$ cat src/rtl/fifo_wr_arbiter.sv
// Write-side arbiter for the UART TX async FIFO: round-robin between the ALU
// word source and the register-file byte source, serialising ALU words LSB first.
module fifo_wr_arbiter #(
    parameter int WIDTH     = 8,
    parameter int ALU_WIDTH = 2 * WIDTH
) (
    input  logic                 clk,
    input  logic                 rst,
    input  logic                 alu_valid,
    input  logic [ALU_WIDTH-1:0] alu_data,
    output logic                 alu_ready,
    input  logic                 rf_valid,
    input  logic [WIDTH-1:0]     rf_data,
    output logic                 rf_ready,
    input  logic                 fifo_full,
    output logic                 fifo_winc,
    output logic [WIDTH-1:0]     fifo_wdata,
    output logic                 busy
);

    typedef enum logic [1:0] {
        IDLE  = 2'd0,
        WR_LO = 2'd1,
        WR_HI = 2'd2
    } state_t;

    state_t               state;
    state_t               next_state;
    logic                 last_rf;
    logic                 single;
    logic [ALU_WIDTH-1:0] buffer;
    logic                 grant_alu;
    logic                 grant_rf;

    // On contention the requester that did not win last time is served.
    always_comb begin
        grant_alu = (state == IDLE) && alu_valid && (!rf_valid || last_rf);
        grant_rf  = (state == IDLE) && rf_valid && (!alu_valid || !last_rf);
    end

    always_ff @(posedge clk or negedge rst) begin
        if (!rst) begin
            state <= IDLE;
        end else begin
            state <= next_state;
        end
    end

    always_comb begin
        next_state = state;
        case (state)
            IDLE:    if (grant_alu || grant_rf) next_state = WR_LO;
            WR_LO:   if (!fifo_full) next_state = single ? IDLE : WR_HI;
            WR_HI:   if (!fifo_full) next_state = IDLE;
            default: next_state = IDLE;
        endcase
    end

    always_ff @(posedge clk or negedge rst) begin
        if (!rst) begin
            buffer    <= '0;
            last_rf   <= 1'b1;
            single    <= 1'b0;
            alu_ready <= 1'b0;
            rf_ready  <= 1'b0;
            busy      <= 1'b0;
        end else begin
            alu_ready <= grant_alu;
            rf_ready  <= grant_rf;
            busy      <= (next_state != IDLE);
            if (grant_alu) begin
                buffer  <= alu_data;
                last_rf <= 1'b0;
                single  <= 1'b0;
            end else if (grant_rf) begin
                buffer  <= {{(ALU_WIDTH - WIDTH){1'b0}}, rf_data};
                last_rf <= 1'b1;
                single  <= 1'b1;
            end
        end
    end

    always_comb begin
        fifo_winc  = (state != IDLE) && !fifo_full;
        fifo_wdata = '0;
        case (state)
            WR_LO:   fifo_wdata = buffer[0 +: WIDTH];
            WR_HI:   fifo_wdata = buffer[WIDTH +: WIDTH];
            default: fifo_wdata = '0;
        endcase
    end

endmodule

$ cat config.mk
export PLATFORM = sky130hd
export DESIGN_NAME = fifo_wr_arbiter
export DESIGN_NICKNAME = d
export VERILOG_FILES = /design/src/rtl/fifo_wr_arbiter.sv
export SDC_FILE = /design/constraint.sdc
export NUM_CORES = 1
export LEC_CHECK = 0
export BUFFER_PORTS_ARGS = -buffer_cell sky130_fd_sc_hd__buf_4
export CELL_PAD_IN_SITES_DETAIL_PLACEMENT = 0
export CELL_PAD_IN_SITES_GLOBAL_PLACEMENT = 1
export CORE_MARGIN = 2
export CORE_UTILIZATION = 37
export CTS_BUF_LIST = sky130_fd_sc_hd__clkbuf_16
export CTS_CLUSTER_DIAMETER = 150
export DETAILED_ROUTE_END_ITERATION = 7
export GPL_TIMING_DRIVEN = 0
export MAX_ROUTING_LAYER = met4
export PLACE_DENSITY_LB_ADDON = 0.15
export SYNTH_ARGS = -nofsm -noshare
export SYNTH_HDL_FRONTEND = slang
export SYNTH_SLANG_ARGS = --single-unit
$ cat constraint.sdc
create_clock -name clk -period 1.6 [get_ports clk]
set_input_delay 0.16 -clock clk [delete_from_list [all_inputs] [get_ports clk]]
set_output_delay 0.16 -clock clk [all_outputs]
set_load 0.01 [all_outputs]
After elaboration in Yosys (flattened, before gate mapping)

Cells that the tools add are included.

Reductions and logical operators: 16
Mux-type cells: 10
Equality and inequality tests: 2

Operators with widths:

| operator             | number |
|---|---|
| $mux W16             | 2 |
| $pmux W8 S2          | 1 |
| $mux W2              | 4 |
| $pmux W2 S3          | 1 |
| $reduce_bool A2 Y1   | 3 |
| $logic_and A1 B1 Y1  | 5 |
| $logic_not A1 Y1     | 4 |
| $logic_or A1 B1 Y1   | 3 |
| $eq A2 B1 Y1 const B | 1 |
| $eq A2 B2 Y1 const B | 1 |
| $logic_not A2 Y1     | 1 |
| $mux W1              | 2 |

Register bits: 23
Logic and storage cells: 35

Depth between registers and ports, before layout

Depth after elaboration: 7
Gate-level depth with buffers: 7

Worst setup path before layout

No wires, ideal clock.

Kind: reg-to-reg
From: register state[1]
To: register busy
Period minus slack after synthesis: 1.369 ns
Arrival time: 1.227 ns
Stages on the path, launching flop included: 7
Slack: 0.231 ns
Buffers on the path: 1
Data required time: 1.458 ns
Path through: dfrtp_1 > inv_1 > ha_1 > buf_2 > o21a_1 > o22ai_1 > a41oi_1

Cells in the longest elaborated chain, start to end: 7
Elaborated cells on any way between the ends: 13

Ends and longest elaborated chain:

| item                                                       | RTL line   | RTL |
|---|---|---|
| from (decl)                                                | 27         | `state_t state;` |
| from (signal assigned)                                     | 45         | `state <= next_state;` |
| $logic_not A2 Y1                                           | 37, 38, 51 |  |
| $logic_and A1 B1 Y1, on equally long branches (2 in a row) | 37, 38     |  |
| $logic_or A1 B1 Y1                                         | 52         | `IDLE: if (grant_alu \|\| grant_rf) next_state = WR_LO;` |
| $mux W2                                                    | 52         |  |
| $pmux W2 S3 (*)                                            | 51         | `case (state)` |
| $reduce_bool A2 Y1 (*)                                     | 70         | `busy <= (next_state != IDLE);` |
| to (signal assigned)                                       | 70         |  |
| to (decl)                                                  | 18         | `output logic busy` |

Every way passes the cells marked *; elsewhere a longest branch is shown, timed or not.
A chain may end at the register's enable or synchronous reset.

Worst setup path after layout

From: register state[1]
To: output fifo_wdata[1]

Cells in the longest elaborated chain, start to end: 2
Elaborated cells on any way between the ends: 3

Ends and longest elaborated chain:

| item                                                | RTL line | RTL |
|---|---|---|
| $eq A2 B2 Y1 / $eq A2 B1 Y1 (equally long branches) | 86       | `case (state)` |
| $pmux W8 S2 (*)                                     | 86       |  |
| to (decl)                                           | 17       | `output logic [WIDTH-1:0] fifo_wdata,` |

Marks and branches as above.

==> out/qor.csv <==
metric;value;unit
Area growth, synth to finish;49.2;%
Gate Count Post-Synth;117;
final worst slack;-0.0411;ns
detailed placement HPWL;2170;µm
TritonRoute pass-1 iters;4;
Ports;41;
worst path required time;1.44;ns
largest net degree at the start of global routing;24;
vias per cell;5.14;
run status;finished with violations;
Yosys warning count;0;
Lkg Pwr;0.789;nW
Worst Setup Start Kind;register;
FF+latch area;578;µm²
CP max FO;4;
number of synthesized register bits;23;
layout cells sized above 1;47.0;%
Seq/Total Area, Yosys;48.1;%
combinational share of power;54.6;%
Die X;60.9;µm
multi-input combinational cell area;636;µm²
vias in the first global route;1013;
post-layout min period;1.64;ns
DR iter-0 viols;55;
Pint;2.16;mW
VDD IR max;0.723;mV
CTS root buffer;clkbuf_16;
RSZ-0062 raised after global routing;yes;
port bufs;40;
Synth Cell Area;0.00120;mm²
routed via count;1089;
Crit-path slowest cell;dfrtp_1;
Row Count;20;
sequential share of power;29.9;%
Cell Pwr Density;1960;mW/mm²
Net Sw Frac;38.5;%
H-tree level count;1;
Crit path top cell by count;buf_4;
Setup crit end kind;output pin;
Initial Util;39.0;%
drt total wl;3140;µm
fillers;289;
WL per Instance;14.8;µm
Crit path max-delay family;buffers and inverters;
GRT Total Usage;17.9;%
TritonCTS Buffers;3;
Nets;202;
fmax;0.609;GHz
switching power;1.35;mW
Core Footprint;0.00308;mm²
routability-driven placement congestion ratio;0.772;
failing checks;negative setup slack;
die footprint;0.00371;mm²
height of the die;60.9;µm
Slew Limit Headroom;68.2;%
Critical path buffers and inverters;3;
crit-path cells;buf_6 > ha_4 > buf_4 > a22oi_2 > nor2b_1 > buf_4;
Clock Power Share;15.5;%
Slew Viols, Final;0;
# DRC;0;
CTS Buffer Depth;2;
Post-Syn Area per Cell;10.3;µm²
Max stage delay on crit path;0.43;ns
Finished Core Util;58.2;%
total power;3.51;mW
first-pass GRT wire length;4670;µm
HP Class;in2reg;
diode count;0;
antenna violations before repair;0;
Clock Pin Slew Worst Setup and Hold Paths;0.06;ns
endpoints failing hold;0;
Arr. time, crit path;1.48;ns
Max Cap Viol;0;
worst slew pin tran;0.477;ns
Final ANT Viol Nets;0;
clock sinks;23;
Crit Path Category;reg2out;
Final setup viols;8;
CTS tree;done;
period utilisation layout;103;%
Cell variety after synth;25;
Mapped Nets;150;
total grt overflow;0;
clock latency on the worst-skew pair;0.26;ns
skew final;0.00254;ns
[through the flow]
stage / instance area (µm²) / hold WS, ns / setup slack [ns] / std cells / TNS, ns
finish: 1790 / 0.120 / -0.0411 / 212 / -0.168
global route: 1790 / 0.121 / -0.0993 / 212 / -0.592
CTS: 1680 / 0.119 / -0.00861 / 209 / -0.0162
detailed placement: 1560 / 0.0718 / 0.0795 / 201 / 0
global placement: 1560 / 0.0687 / 0.114 / 201 / 0
floorplan: 1200 / -0.136 / 0.231 / 117 / 0
[cell families after synthesis]
family,count (synthesis),share of synthesized area [%]
flops,23,48.1
buf+inv,12,5.42
simple gates,32,13.3
compound gates,46,29.0
fa+ha+maj,4,4.17
[power by group through the flow]
| stage | Clock [mW] | Sequential, mW | Combinational (mW) |
|---|---|---|---|
| global route | 0.581 | 1.07 | 2.11 |
| detailed placement | 0 | 1.01 | 1.54 |
| CTS | 0.552 | 0.999 | 1.66 |
| global placement | 0 | 1.01 | 1.52 |
| finish | 0.543 | 1.05 | 1.92 |
| floorplan | 0 | 0.986 | 1.05 |
[cell type report]
| cell class | instances | area share (%) |
|---|---|---|
| buffer | 8 | 3.63 |
| tap | 44 | 3.07 |
| clock inverter | 1 | 0.280 |
| multi-input combinational | 82 | 35.5 |
| sequential | 23 | 32.3 |
| clock buffer | 3 | 4.19 |
| inverter | 4 | 0.978 |
| timing repair buffer | 47 | 20.1 |
[registers in the layout (all words and copies together), names as in the netlist]
name / flops
busy: 1
buffer: 16
single: 1
last_rf: 1
rf_ready: 1
state: 2
alu_ready: 1
[cell usage after synthesis]
cell type  number  share of area, %
a22o_1          8               5.8
a22oi_1         8               5.0
a31oi_1         7               3.6
a31oi_2         2               2.1
a41oi_1         1              0.73
buf_2           4               1.7
buf_4           2               1.3
buf_6           1              0.94
clkbuf_1        1              0.31
dfrtp_1        22                46
dfstp_2         1               2.2
ha_1            4               4.2
inv_1           4               1.3
nand2_1         7               2.2
nand2_2         1              0.52
nand3_1         2              0.83
nor2_1         10               3.1
nor2_2          2               1.0
nor2_4          1              0.94
nor2b_1         9               4.7
o2111ai_1       8               5.8
o21a_1          2               1.3
o21ai_0         8               3.3
o21ai_2         1              0.73
o22ai_1         1              0.52
[cells in the final DEF (no fill, tap or decap), types with 2 or more instances in the layout]
| cell | n |
|---|---|
| buf_4 | 48 |
| dfrtp_1 | 21 |
| nor2_1 | 10 |
| nor2b_1 | 9 |
| a22oi_2 | 8 |
| o2111ai_1 | 8 |
| o21ai_0 | 8 |
| a22o_1 | 8 |
| nand2_1 | 7 |
| a31oi_1 | 7 |
| buf_6 | 4 |
| ha_4 | 3 |
| clkbuf_16 | 3 |
| nand3_1 | 2 |
| inv_1 | 2 |
| o21a_1 | 2 |
| nor2_2 | 2 |
| a31oi_2 | 2 |
[layer usage]
layer | wire (µm) | track usage (%)
met5 | 0 | -
met4 | 76 | 8.70
met3 | 152 | 2.77
met2 | 1450 | 26.1
met1 | 1470 | 24.1
[final timing paths]
kind | startpoint | end | slack [ns] | cells past startpoint
max | state[1] | fifo_wdata[1] | -0.04 | 6
min | alu_data[12] | buffer[12] | 0.12 | 2
max reg2reg | state[1] | busy | 0.08 | 6
min reg2reg | single | single | 0.48 | 2
max in group asynchronous | rst | last_rf | 0.99 | 2
min in group asynchronous | rst | buffer[11] | 0.33 | 2
[timing repair]
action | CTS | global route
gates cloned | 0 | 2
hold endpoints to repair | 22 | 0
setup endpoints to repair | 9 | 8
hold buffers | 1 | 0
resized for setup | 6 | 21
buffers inserted | 3 | 1
(Power assumes the default switching activity.)
